<file path="config.mk">
export PLATFORM = sky130hd
export DESIGN_NAME = fib_hash_arbiter
export DESIGN_NICKNAME = d
export VERILOG_FILES = /design/src/rtl/fib_hash_arbiter.sv
export SDC_FILE = /design/constraint.sdc
export NUM_CORES = 1
export LEC_CHECK = 0
export CORE_UTILIZATION = 35
export DETAILED_ROUTE_END_ITERATION = 7
export GPL_ROUTABILITY_DRIVEN = 0
export PLACE_DENSITY = 0.76
export SLEW_MARGIN = 20
export SYNTH_ARGS = -nofsm -noshare
export SYNTH_HDL_FRONTEND = slang
export SYNTH_SLANG_ARGS = --single-unit
</file>
<file path="constraint.sdc">
create_clock -name clk -period 1.6 [get_ports clk]
set_clock_uncertainty 0.05 [all_clocks]
set_input_delay 0.32 -clock clk [delete_from_list [all_inputs] [get_ports clk]]
set_output_delay 0.32 -clock clk [all_outputs]
set_load 0.1 [all_outputs]
</file>
<file path="src/rtl/fib_hash_arbiter.sv">
// Shares one external Fibonacci hash unit between the insert and lookup paths,
// one operation at a time. Define FIB_HASH_ARB_LKP_PRIO_EN for fixed lookup priority on ties.
module fib_hash_arbiter #(
    parameter int HASH_LAT = 1
) (
    input  logic        clk,
    input  logic        rst,
    input  logic        ins_req,
    input  logic [63:0] ins_prefix,
    input  logic [5:0]  ins_len,
    output logic        ins_gnt,
    output logic        ins_hash_valid,
    output logic [9:0]  ins_hash,
    input  logic        lkp_req,
    input  logic [63:0] lkp_prefix,
    input  logic [5:0]  lkp_len,
    output logic        lkp_gnt,
    output logic        lkp_hash_valid,
    output logic [9:0]  lkp_hash,
    output logic [63:0] hash_prefix_in,
    output logic [5:0]  hash_len_in,
    input  logic [9:0]  hash_value,
    output logic        busy
);

    localparam logic [1:0] ST_IDLE    = 2'd0;
    localparam logic [1:0] ST_WAIT    = 2'd1;
    localparam logic [1:0] ST_CAPTURE = 2'd2;
    localparam logic [3:0] LAT_LOAD   = 4'(HASH_LAT);

    logic [1:0] state;
    logic [3:0] wait_cnt;
    logic       tag_lkp;
    logic       pick_lkp;
    logic       any_req;
`ifndef FIB_HASH_ARB_LKP_PRIO_EN
    logic       last_lkp;
`endif

    // Winner selection; on a tie the side that lost last time goes next.
    always_comb begin
        any_req  = ins_req | lkp_req;
        pick_lkp = lkp_req;
        if (ins_req && lkp_req) begin
`ifdef FIB_HASH_ARB_LKP_PRIO_EN
            pick_lkp = 1'b1;
`else
            pick_lkp = ~last_lkp;
`endif
        end
    end

    assign busy = (state != ST_IDLE);

    always_ff @(posedge clk or negedge rst) begin
        if (!rst) begin
            state          <= ST_IDLE;
            wait_cnt       <= 4'd0;
            tag_lkp        <= 1'b0;
            ins_gnt        <= 1'b0;
            lkp_gnt        <= 1'b0;
            hash_prefix_in <= 64'd0;
            hash_len_in    <= 6'd0;
`ifndef FIB_HASH_ARB_LKP_PRIO_EN
            last_lkp       <= 1'b0;
`endif
        end else begin
            ins_gnt <= 1'b0;
            lkp_gnt <= 1'b0;
            case (state)
                ST_IDLE: begin
                    if (any_req) begin
                        hash_prefix_in <= pick_lkp ? lkp_prefix : ins_prefix;
                        hash_len_in    <= pick_lkp ? lkp_len : ins_len;
                        ins_gnt        <= ~pick_lkp;
                        lkp_gnt        <= pick_lkp;
                        wait_cnt       <= LAT_LOAD;
                        tag_lkp        <= pick_lkp;
`ifndef FIB_HASH_ARB_LKP_PRIO_EN
                        last_lkp       <= pick_lkp;
`endif
                        state          <= ST_WAIT;
                    end
                end
                ST_WAIT: begin
                    wait_cnt <= wait_cnt - 4'd1;
                    if (wait_cnt == 4'd1) begin
                        state <= ST_CAPTURE;
                    end
                end
                ST_CAPTURE: begin
                    state <= ST_IDLE;
                end
                default: begin
                    state <= ST_IDLE;
                end
            endcase
        end
    end

    // Results stay put until the same requester captures again.
    always_ff @(posedge clk or negedge rst) begin
        if (!rst) begin
            ins_hash       <= 10'd0;
            lkp_hash       <= 10'd0;
            ins_hash_valid <= 1'b0;
            lkp_hash_valid <= 1'b0;
        end else begin
            ins_hash_valid <= 1'b0;
            lkp_hash_valid <= 1'b0;
            if (state == ST_CAPTURE) begin
                if (tag_lkp) begin
                    lkp_hash       <= hash_value;
                    lkp_hash_valid <= 1'b1;
                end else begin
                    ins_hash       <= hash_value;
                    ins_hash_valid <= 1'b1;
                end
            end
        end
    end

endmodule

</file>
==> results.cfg, run 1 <==
[timing]
rsz_0062_raised_after_global_routing = true
layout_min_cycle_time_ns = 1.68
worst_slew_pin_slew_ns = 0.325
final_hold_violation_count = 0
max_slew_margin_pct = 78.1
worst_slack_ns = -0.0831
maxClockFrequency_ghz = 0.594
setup_viol = 64
drv_slew = 0
period_utilization_post_route_pct = 105

[layout]
finalNetCount = 745
diodes = 0
final_common_cell = sky130_fd_sc_hd__clkdlybuf4s50_1
stdcell_area_sq_um = 9540
drive_above_1_share_pct = 52.1
synthToLayoutAreaGrowth_pct = 81.8
mostFrequentLayoutCells = 150 x sky130_fd_sc_hd__clkdlybuf4s50_1, 136 x sky130_fd_sc_hd__mux2_4, 101 x sky130_fd_sc_hd__dfrtp_1, 101 x sky130_fd_sc_hd__buf_12, 24 x sky130_fd_sc_hd__mux2_2

[setup_path]
path_common_cell = sky130_fd_sc_hd__mux2_4
critical_path.max_stage_delay_ns = 0.40
worst_setup_path_start_kind = register
critical_path.cell_chain = a21bo_4, buf_12, buf_16, mux2_4, mux2_4
reg2reg_from = last_lkp
setup_slack_of_the_worst_register_to_register_path_ns = -0.08
critPathArrivalTime_ns = 1.86
endpoint_kind = register
critical_path_class = reg -> reg
r2r_cells = 5
worstPathMaxFanout = 5
cp_data_required_time_ns = 1.78
r2r_path_end = hash_prefix_in[28]
cell_with_the_biggest_individual_delay_on_the_critical_path = sky130_fd_sc_hd__dfrtp_1

[cts]
clkSlewWorstSetupHoldPaths_ns = 0.07
clk_path_buf_depth = 2
tritoncts = yes
cts_max_level = 3
cts_made_buffers = 9
cts_root_buffer = sky130_fd_sc_hd__clkbuf_16
clk_latency_ns = 0.34
numClockSinks = 101

[yosys]
synthesis.instances = 311
synth.cell_area_sq_um = 5250
yosysWarningCount = 0
distinct_cell_type_count_of_the_synthesized_netlist = 25
yosys_register_bits = 101
yosysSeqAreaShare_pct = 48.2
synth_area_per_cell_sq_um = 16.9
net_count_of_the_mapped_netlist = 467

[die]
floorplan.rows = 44
chipHeight_microns = 124
chipWidth_microns = 124
initial_utilization_pct = 36.0
die-area_sq_um = 15500
io-pin-count = 249
fp.coreArea_sq_um = 14600

[min_path]
worst_hold_startpoint = ins_req
whs_path_depth = 2
worst_hold_path_ep = last_lkp
hold_class = in -> reg

[placed_design]
area_after_dpl_sq_um = 8920
portBuffers = 248
dp_hpwl_microns = 10300

[grt]
grt_pass1_wl_microns = 23000
grt_overflow_total = 0
grt_start_max_net_pins = 61
number_of_global_route_vias_before_repair = 4148
gr-usage-all-layers_pct = 19.1
antenna_found_initial = 0

[detailed_routing]
viasPerCell = 4.71
drt_iter0_markers = 100
vias = 3660
detail_route.wirelength_microns = 14300
ant_nets = 0
drt-pass1-iter-count = 4
routedWlPerCell_microns = 18.5
number_of_remaining_drc_errors = 0

[flow_run]
max_cap_violations = 0

[run_status]
violations = setup timing
run_status = finished, violations left
## routing by layer
| metal | vias to the layer above | part of all wire (%) | track usage (%) |
|---|---|---|---|
| li1 | 1665 | - | - |
| met1 | 1822 | 39 | 22.1 |
| met2 | 151 | 53 | 34.3 |
| met3 | 22 | 4.7 | 3.99 |
| met4 | 0 | 2.5 | 7.30 |
| met5 | - | 0 | 0 |
## area by class of cell
| type | instances | area, sq um |
|---|---|---|
| inverter | 4 | 15.0 |
| clock buffer | 11 | 233 |
| clock inverter | 4 | 48.8 |
| timing repair buffer | 284 | 3970 |
| sequential | 101 | 2530 |
| tap | 184 | 230 |
| fill | 1012 | 5050 |
| multi-input combinational | 189 | 2520 |
## per-stage QoR
step | worst slack, ns | std cells | hold WS, ns | util (%) | TNS [ns]
global route | -0.121 | 777 | 0.362 | 65.4 | -6.52
finish | -0.0831 | 777 | 0.369 | 65.4 | -4.11
floorplan | -0.494 | 311 | -0.0256 | - | -34.66
detailed placement | -0.540 | 745 | 0.277 | 61.2 | -34.31
global placement | -0.463 | 745 | 0.273 | 61.2 | -31.46
CTS | -0.0827 | 773 | 0.327 | 64.9 | -4.12
## worst max-delay path, delay by kind of cell, from the launching register on
| kind | cells | cell delay, ns |
|---|---|---|
| flip-flops | 1 | 0.40 |
| multiplexers | 2 | 0.56 |
| AO/OA/AOI/OAI | 1 | 0.26 |
| buffers and inverters | 2 | 0.30 |
## timing repair
| action | CTS | global route |
|---|---|---|
| buffers inserted | 6 | 3 |
| cloned | 6 | 1 |
| pin swaps | 3 | 2 |
| endpoints found under the setup margin | 69 | 69 |
| endpoints found under the hold margin | 101 | 0 |
| hold buffers | 1 | 0 |
| resized for setup | 16 | 1 |
## worst max-delay path by stage
| stage | depth (start not counted) | slack, ns | end | start |
|---|---|---|---|---|
| floorplan | 5 | -0.49 | hash_len_in[0] | state[0] |
| global placement | 5 | -0.46 | hash_prefix_in[30] | ins_req |
| detailed placement | 5 | -0.54 | hash_prefix_in[28] | ins_req |
| CTS | 5 | -0.08 | hash_prefix_in[28] | last_lkp |
| global route | 5 | -0.12 | hash_prefix_in[33] | last_lkp |
| finish | 5 | -0.08 | hash_prefix_in[28] | last_lkp |
## Yosys cell counts
cell                       number  area (sq um)
sky130_fd_sc_hd__a21bo_1        1          10.0
sky130_fd_sc_hd__a21oi_1        2          10.0
sky130_fd_sc_hd__a31oi_1        1          6.26
sky130_fd_sc_hd__and2_1         2          12.5
sky130_fd_sc_hd__buf_2          2          10.0
sky130_fd_sc_hd__buf_6          9           101
sky130_fd_sc_hd__buf_8          6          90.1
sky130_fd_sc_hd__dfrtp_1      101          2530
sky130_fd_sc_hd__ha_1           2          25.0
sky130_fd_sc_hd__inv_1          4          15.0
sky130_fd_sc_hd__mux2_2        24           270
sky130_fd_sc_hd__mux2_4       136          2040
sky130_fd_sc_hd__mux2i_1        1          10.0
sky130_fd_sc_hd__nand2_1        1          3.75
sky130_fd_sc_hd__nand2b_1       1          6.26
sky130_fd_sc_hd__nand3b_1       2          15.0
sky130_fd_sc_hd__nor2_1         4          15.0
sky130_fd_sc_hd__nor2_2         1          6.26
sky130_fd_sc_hd__nor2_4         1          11.3
sky130_fd_sc_hd__nor2b_1        1          6.26
sky130_fd_sc_hd__nor3b_1        2          15.0
sky130_fd_sc_hd__nor4_1         1          6.26
sky130_fd_sc_hd__o211ai_1       1          7.51
sky130_fd_sc_hd__o21ai_0        4          20.0
sky130_fd_sc_hd__o22ai_1        1          6.26
## state kept, by name, indices dropped and copies added (netlist names)
signal / cells
lkp_hash: 10
state: 2
last_lkp: 1
ins_hash: 10
lkp_gnt: 1
ins_hash_valid: 1
hash_len_in: 6
ins_gnt: 1
hash_prefix_in: 64
lkp_hash_valid: 1
wait_cnt: 4
## cell families (layout without fill, tap and decap cells)
logic type / after synthesis / count (layout) / synth area share, %
AOI/OAI and AO/OA: 10 / 10 / 1.14
adders and majority gates: 2 / 2 / 0.477
buffers and inverters: 21 / 303 / 4.12
DFF: 101 / 101 / 48.2
muxes: 161 / 161 / 44.2
and+or+nand+nor: 16 / 16 / 1.86
Power of run 1 is not shown: default switching activity piles up to over one toggle a cycle in this logic, so the estimate is an artifact.
==> inputs of run 2 (changes only) <==
Settings changed: CORE_UTILIZATION 35 to 30, PLACE_DENSITY 0.76 to 0.67.
==> results.cfg, run 2 (synthesized netlist as in run 1, its figures left out) <==
[layout]
max_flop_register = hash_prefix_in
drive_above_1_share_pct = 52.4
mostFrequentLayoutCells = 150 x sky130_fd_sc_hd__clkdlybuf4s50_1, 138 x sky130_fd_sc_hd__mux2_4, 102 x sky130_fd_sc_hd__buf_12, 101 x sky130_fd_sc_hd__dfrtp_1, 22 x sky130_fd_sc_hd__mux2_2
diodes = 0
synthToLayoutAreaGrowth_pct = 82.7
finalNetCount = 746
final_common_cell = sky130_fd_sc_hd__clkdlybuf4s50_1
stdcell_area_sq_um = 9590
layout_top_registers = hash_prefix_in x64, ins_hash x10, lkp_hash x10
largest_register_ff_count = 64

[grt]
grt_pass1_wl_microns = 21900
number_of_global_route_vias_before_repair = 4104
antenna_found_initial = 0
grt_start_max_net_pins = 48
gr-usage-all-layers_pct = 15.9
grt_overflow_total = 0

[timing]
setup_viol = 59
worst_slack_ns = -0.120
drv_slew = 0
rsz_0062_raised_after_global_routing = true
max_slew_margin_pct = 80.2
tns_ns = -4.62
period_utilization_post_route_pct = 108
maxClockFrequency_ghz = 0.581
layout_min_cycle_time_ns = 1.72
fin_worst_hold_slack_ns = 0.333
final_hold_violation_count = 0
worst_slew_pin_slew_ns = 0.294

[cts]
clk_path_buf_depth = 2
clk_latency_ns = 0.34
cts_root_buffer = sky130_fd_sc_hd__clkbuf_16
tritoncts = yes
cts_made_buffers = 9
cts_max_level = 3
numClockSinks = 101
clkSlewWorstSetupHoldPaths_ns = 0.07

[detailed_routing]
ant_nets = 0
detail_route.wirelength_microns = 14200
number_of_remaining_drc_errors = 0
routedWlPerCell_microns = 17.4
vias = 3650
drt-pass1-iter-count = 4
viasPerCell = 4.48
drt_iter0_markers = 62

[placed_design]
area_after_dpl_sq_um = 8990
portBuffers = 248
dp_hpwl_microns = 10300

[setup_path]
critical_path_class = reg -> reg
crit_buf_inv = 2
critical_path.cell_chain = a21bo_4, buf_12, buf_12, mux2_4, mux2_4
cp_data_required_time_ns = 1.77
setup_slack_of_the_worst_register_to_register_path_ns = -0.12
cp_top_family = multiplexers
endpoint_kind = register
worst_setup_path_start_kind = register
cell_with_the_biggest_individual_delay_on_the_critical_path = sky130_fd_sc_hd__dfrtp_1
worstPathMaxFanout = 17
critPathArrivalTime_ns = 1.89
critical_path.max_stage_delay_ns = 0.40

[min_path]
hold_class = in -> async

[die]
floorplan.rows = 47
initial_utilization_pct = 31.2
die-area_sq_um = 18000
chipHeight_microns = 134
chipWidth_microns = 134
fp.coreArea_sq_um = 16800
io-pin-count = 249

[run_status]
violations = setup timing
run_status = finished, violations left

[flow_run]
max_cap_violations = 0
run 2: cell types whose count changed in the layout (fill, tap and decap cells not counted), moves of 2 or more:
cell,previous run,this run
sky130_fd_sc_hd__clkbuf_8,0,2
sky130_fd_sc_hd__mux2_2,24,22
sky130_fd_sc_hd__mux2_4,136,138
sky130_fd_sc_hd__buf_4,16,19
sky130_fd_sc_hd__buf_16,6,3
run 2: metal layers:
metal  vias up  global-route usage (%)  wire length (microns)
met5         -                       0                      0
met4         0                    6.87                    358
met3        21                    4.57                   1100
met2       153                    28.4                   7460
met1      1798                    17.6                   5270
li1       1678                       -                      -
run 2: final timing paths:
kind	depth (start not counted)	from	endpoint
min	2	rst	hash_len_in[0]
min in group clk	1	wait_cnt[3]	wait_cnt[3]
max reg2reg	5	last_lkp	hash_prefix_in[62]
max in group asynchronous	3	rst	wait_cnt[2]
min reg2reg	1	wait_cnt[3]	wait_cnt[3]
max	5	last_lkp	hash_prefix_in[62]
run 2: layout make-up:
cell class	instances	area [sq um]
fill	1332	7230
timing repair buffer	285	3920
multi-input combinational	189	2530
sequential	101	2530
tap	220	275
clock buffer	12	256
clock inverter	4	70.1
inverter	4	15.0
run 2: stage by stage:
step	instances	setup slack [ns]	util (%)
after floorplan	311	-0.494	-
after global placement	783	-0.533	53.5
after detailed placement	783	-0.592	53.5
after CTS	811	-0.124	56.6
after global routing	815	-0.146	57.0
final	815	-0.120	57.0
run 2: what timing repair did:
item                       in CTS  in global routing
hold buffers                    1                  0
pin swaps                       3                  3
buffers inserted                8                  3
setup endpoints to repair      71                 71
gates resized for setup         9                  8
hold endpoints to repair       13                  0
gates cloned                    3                  2
Power of run 2 is left out for the same reason.
==> inputs of run 3 (changes only) <==
Settings changed: SLEW_MARGIN 20 to 0.
==> results of run 3 <==
No change in the layout: final DEF, timing and power equal those of run 2.
Power of run 3 is left out for the same reason.
==> edit 1 (flow settings as in run 1) <==
Add a define of `FIB_HASH_ARB_LKP_PRIO_EN`.
--- a/src/rtl/fib_hash_arbiter.sv
+++ b/src/rtl/fib_hash_arbiter.sv
@@ -1,5 +1,7 @@
 // Shares one external Fibonacci hash unit between the insert and lookup paths,
 // one operation at a time. Define FIB_HASH_ARB_LKP_PRIO_EN for fixed lookup priority on ties.
+`define FIB_HASH_ARB_LKP_PRIO_EN
+
 module fib_hash_arbiter #(
     parameter int HASH_LAT = 1
 ) (
Formal check against the unedited RTL: not equivalent (Yosys sat finds a counterexample within 10 cycles, from zero or initial values and one cycle with rst low).
==> edit 1 against run 1 <==
The flow still finishes with violations (negative setup slack); first-iteration DRC count up 5.0%; worst setup slack better by 0.072 ns; area after synthesis down 4.7%; wire length down 3.9%; largest cell class unchanged; die area down 4.6%; synthesized cell count unchanged; fmax up 4.5%; critical path depth unchanged; non-clock buffer count down 16; design area down 5.9%; sequential cell count unchanged.
Power is not shown: default switching activity piles up to over one toggle a cycle in this logic, so the estimate is an artifact.
==> edit 1: results (changes against run 1) <==
[run_status]
status=finished, violations left
violations=negative setup slack

[global_routing]
grtUsageTotal_pct=18.7  ; -0.36 points
antenna_found_initial=0  ; unchanged
grt_pass1_wl_um=20900  ; -9.2%
grt_pass1_vias=3992  ; -3.8%
grt_max_degree=59  ; -3.3%

[routing]
via_per_inst=4.70  ; -0.20%
wl_um=13800  ; -3.9%
wl_per_cell_um=18.2  ; -1.3%
drtIter0Drc=105  ; +5.0%
drtPass1Iterations=4  ; unchanged

[worst_setup_path]
path_max_fanout=29  ; +24
reg2reg_to=hash_prefix_in[38]
r2r-start=state[1]
slowest_delay_ns=0.39
reg2reg_depth=5  ; unchanged
critPathTopFamily=flip-flops
crit_path_top_delay_cell=dfrtp_1

[placement]
dp_cells=738  ; -0.94%
io_buffers=248  ; unchanged
place_ws_ns=-0.199  ; +0.342 ns
dp_hpwl_um=10600  ; +2.7%

[synthesis]
synth_area_per_cell_um2=16.1  ; -4.7%
synth_common_cells=101 x dfrtp_1, 93 x mux2_2, 67 x mux2_4
synth_ff_type=dfrtp_1
yosysWarnings=0  ; unchanged
async_flop_share_pct=100  ; unchanged
seq_area_frac_synth_pct=50.5  ; +2.4 points
synth_area_leaders=dfrtp_1 51%, mux2_2 21%, mux2_4 20%
syn_nets=467  ; unchanged
ys_types=29  ; +16%

[timing]
worst_pin_slew_ns=0.344  ; +0.0195 ns
hold_ws_ns=0.256  ; -0.112 ns
setup_slack_ns=-0.0114  ; +0.0717 ns
finalSetupViolations=11  ; -83%

[final_layout]
top_regs=hash_prefix_in (64), ins_hash (10), lkp_hash (10)
drive_gt1_share_pct=51.0  ; -1.1 points
fin_nets=728  ; -2.3%
n_fill_cell=982  ; -3.0%
antenna_cells=0  ; unchanged

[cts]
path_clk_slew_ns=0.07  ; about the same
cts_buffers=9  ; unchanged
htreeDepth=3  ; unchanged
clk_latency_ns=0.35
cts-root-buf=clkbuf_16
clk_path_buf_depth=2  ; unchanged

[min_path]
hold_path_class=primary input to asynchronous set/reset pin

==> edit 1: changes by cell type in the layout (fill, tap and decap cells not counted), sizes merged, moves of 2 or more <==
cell,change
buf,-13
dlygate4sd2,-2
clkinvlp,+3
nor2,-2
o21ai,-4
nor3,+2
clkinv,-2
clkbuf,-2
==> edit 1: worst register-to-register path, cell delays in order, from the launching register on <==
cell and delay (ns):
dfrtp_1 0.39, nor2_2 0.14, buf_4 0.13, o21a_4 0.17
buf_12 0.24, mux2_4 0.37
==> edit 1: logic make-up (layout without fill, tap and decap cells) <==
kind of cell,Yosys count,count (layout),synth area share (%)
multiplexers,160,160,41.1
flip-flops,101,101,50.5
buffers and inverters,23,288,4.65
AND/OR/NAND/NOR,17,17,1.93
AO/OA/AOI/OAI,7,7,1.15
adder cells (fa/ha/maj),2,2,0.500
XOR/XNOR,1,1,0.175
==> edit 1: repair_timing <==
item / CTS / global route
endpoints found under the setup margin: 1 / 72
hold buffers: 1 / 0
resized for setup: 2 / 7
buffers inserted: 1 / 0
pin swaps: 1 / 0
endpoints found under the hold margin: 101 / 0
gates cloned: 0 / 1
==> edit 1: how the worst max path moves through the flow <==
| stage | to | cells after the start | slack (ns) | from |
|---|---|---|---|---|
| 2_1_floorplan | hash_prefix_in[15] | 5 | 0.12 | state[0] |
| 3_3_place_gp | hash_prefix_in[24] | 4 | -0.17 | ins_req |
| 3_5_place_dp | hash_prefix_in[38] | 4 | -0.20 | ins_req |
| 4_1_cts | busy | 4 | -0.004 | state[1] |
| 5_1_grt | hash_prefix_in[4] | 5 | -0.08 | state[1] |
| 6_report | hash_prefix_in[38] | 5 | -0.01 | state[1] |
==> edit 1: stage by stage <==
| stage | TNS [ns] | util [%] | cell area [um^2] |
|---|---|---|---|
| 2_1_floorplan | 0 | - | 5000 |
| 3_3_place_gp | -10.17 | 62.0 | 8640 |
| 3_5_place_dp | -10.98 | 62.0 | 8640 |
| 4_1_cts | -0.00509 | 64.3 | 8950 |
| 5_1_grt | -3.08 | 64.4 | 8980 |
| 6_report | -0.0472 | 64.4 | 8980 |
==> edit 1: final cells by class <==
class	instances	share of cell area, %
Clock buffer	10	2.55
Clock inverter	5	0.683
Inverter	5	0.237
Multi-Input combinational cell	187	25.1
Sequential cell	101	28.2
Tap cell	180	2.51
Timing Repair Buffer	268	40.8
==> edit 1: routing by layer <==
layer | track usage (%) | routed length (um) | vias to the layer above
met5 | 0 | 0 | -
met3 | 8.15 | 1380 | 15
met4 | 4.48 | 172 | 0
met2 | 33.5 | 7130 | 156
met1 | 20.3 | 5090 | 1753
li1 | - | - | 1630
==> edit 2 (settings of run 1) <==
Made on the original files. Make the reset (`rst`) synchronous in 2 clocked blocks.
--- a/src/rtl/fib_hash_arbiter.sv
+++ b/src/rtl/fib_hash_arbiter.sv
@@ -52,7 +52,7 @@
 
     assign busy = (state != ST_IDLE);
 
-    always_ff @(posedge clk or negedge rst) begin
+    always_ff @(posedge clk) begin
         if (!rst) begin
             state          <= ST_IDLE;
             wait_cnt       <= 4'd0;
@@ -99,7 +99,7 @@
     end
 
     // Results stay put until the same requester captures again.
-    always_ff @(posedge clk or negedge rst) begin
+    always_ff @(posedge clk) begin
         if (!rst) begin
             ins_hash       <= 10'd0;
             lkp_hash       <= 10'd0;
Check against the original RTL: differs if rst is asserted again (counterexample within 4 cycles, from zero or initial values and one cycle with rst low); with rst held inactive, the same outputs for 10 cycles.
==> edit 2 against run 1 <==
The flow still finishes with violations (negative setup slack); critical path depth decreased by 1; design area decreased by 7.5%; register-to-register slack got worse by 0.02 ns; global-route usage increased by 8.8 points; die area decreased by 21%; sequential cell count unchanged; sequential share of layout area decreased by 3.6 points; wire length increased by 29%; worst setup slack got worse by 0.022 ns; area after synthesis decreased by 21%; largest cell class unchanged.
==> edit 2: results (changes against run 1) <==
[worst_setup_path]
critPathTopFamily=buffers and inverters
path_max_fanout=3  ; -2
r2r-start=state[0]
criticalPathCategory=register to output pin
reg2reg_depth=6  ; +1
slowest_delay_ns=0.33  ; -0.07 ns
critPathArrivalTime_ns=1.34  ; -0.52 ns
crit_path_top_delay_cell=dfxtp_2
reg2reg_to=hash_prefix_in[32]
cp-endpoint=busy
reg2reg_slack_ns=-0.10  ; -0.02 ns

[synthesis]
syn_nets=588  ; +26%
async_flop_share_pct=0  ; -100 points
synth_area_leaders=dfxtp_1 49%, a221o_1 17%, nor3_1 8.7%
seq_area_frac_synth_pct=48.9  ; +0.79 points
ys_types=36  ; +44%
synth_common_cells=101 x dfxtp_1, 72 x nor3_1, 70 x a221o_1, 70 x nand2_1, 26 x clkbuf_1

[min_path]
hold_path_class=register to register

[final_layout]
drive_gt1_share_pct=28.2  ; -24 points
antenna_cells=0  ; unchanged
top_regs=hash_prefix_in (64), ins_hash (10), lkp_hash (10)
fin_nets=850  ; +14%

[timing]
fin_tns_setup_ns=-2.86  ; +1.25 ns
finalSetupViolations=47  ; -27%
setup_slack_ns=-0.105  ; -0.0223 ns
worst_pin_slew_ns=0.445  ; +0.120 ns

[placement]
place_ws_ns=-0.606  ; -0.0656 ns
dp_hpwl_um=10800  ; +5.5%
io_buffers=248  ; unchanged

[power]
leakage_nw=3.54

[routing]
vias=4756  ; +30%
drtIter0Drc=421  ; +320%
wl_um=18500  ; +29%
drtPass1Iterations=7  ; +3

[run_status]
status=finished, violations left
violations=negative setup slack

[global_routing]
grt_max_degree=43  ; -30%
grtUsageTotal_pct=27.9  ; +8.8 points
grt_pass1_wl_um=26500  ; +15%

[cts]
clk_latency_ns=0.35
cts-root-buf=clkbuf_16
clk_path_buf_depth=2  ; unchanged
path_clk_slew_ns=0.07  ; about the same

[edit 2: cell count changes in the layout (fill, tap and decap cells not counted), moves of 8 or more]
cell and change:
a221o_1 +70, buf_4 -8, dfrtp_1 -101, dfxtp_1 +99
mux2_2 -24, mux2_4 -136, mux2i_1 +18, nand2_1 +69
nor2_1 +18, nor3_1 +45, nor3_2 +22
[edit 2: report_power, final]
| group | internal, mW | switching (mW) | total [mW] | leakage [nW] |
|---|---|---|---|---|
| Clock | 1.25 | 0.949 | 2.19 | 0.149 |
| Sequential | 2.75 | 0.270 | 3.02 | 0.829 |
| Combinational | 1.71 | 2.32 | 4.03 | 2.57 |
[edit 2: cells by family after synthesis]
group | synth area share [%]
adder cells (fa/ha/maj) | 0.606
XOR/XNOR | 0.212
flip-flops | 48.9
multiplexers | 4.85
AND/OR/NAND/NOR | 19.7
buffers and inverters | 6.69
AO/OA/AOI/OAI | 19.0
[edit 2: layer usage]
layer | global-route usage [%] | wire [um] | vias up
li1 | - | - | 2144
met1 | 32.2 | 7220 | 2287
met2 | 47.6 | 9240 | 278
met3 | 7.79 | 1450 | 47
met4 | 12.6 | 580 | 0
met5 | 0 | 0 | -
[edit 2: what timing repair did]
item | CTS | global route
gates cloned | 11 | 7
endpoints found under the setup margin | 73 | 72
pin swaps | 5 | 15
setup buffers | 11 | 6
gates resized for setup | 33 | 36
[edit 2: worst min-delay path by stage]
stage	cells past startpoint	end	slack [ns]	start
global placement	1	wait_cnt[3]	0.39	wait_cnt[3]
finish	1	wait_cnt[3]	0.42	wait_cnt[3]
floorplan	1	wait_cnt[3]	0.37	wait_cnt[3]
CTS	1	wait_cnt[3]	0.42	wait_cnt[3]
detailed placement	1	wait_cnt[3]	0.41	wait_cnt[3]
global route	1	wait_cnt[3]	0.43	wait_cnt[3]
[edit 2: cell type report]
type / instances / area [um^2]
clock buffers: 11 / 243
fillers: 723 / 2640
flip-flops and latches: 101 / 2020
well taps: 143 / 179
repair buffers: 295 / 4290
clock inverters: 5 / 50.0
multi-input cells: 283 / 2030
inverters: 4 / 15.0
[edit 2: metrics by stage]
step	cell area [um^2]	instances	total power, mW	hold slack, ns
3_5_place_dp	7740	798	6.63	0.409
6_report	8830	842	9.24	0.418
2_1_floorplan	4220	432	5.06	0.375
5_1_grt	8830	842	9.51	0.429
3_3_place_gp	7740	798	6.58	0.385
4_1_cts	8590	836	9.15	0.416
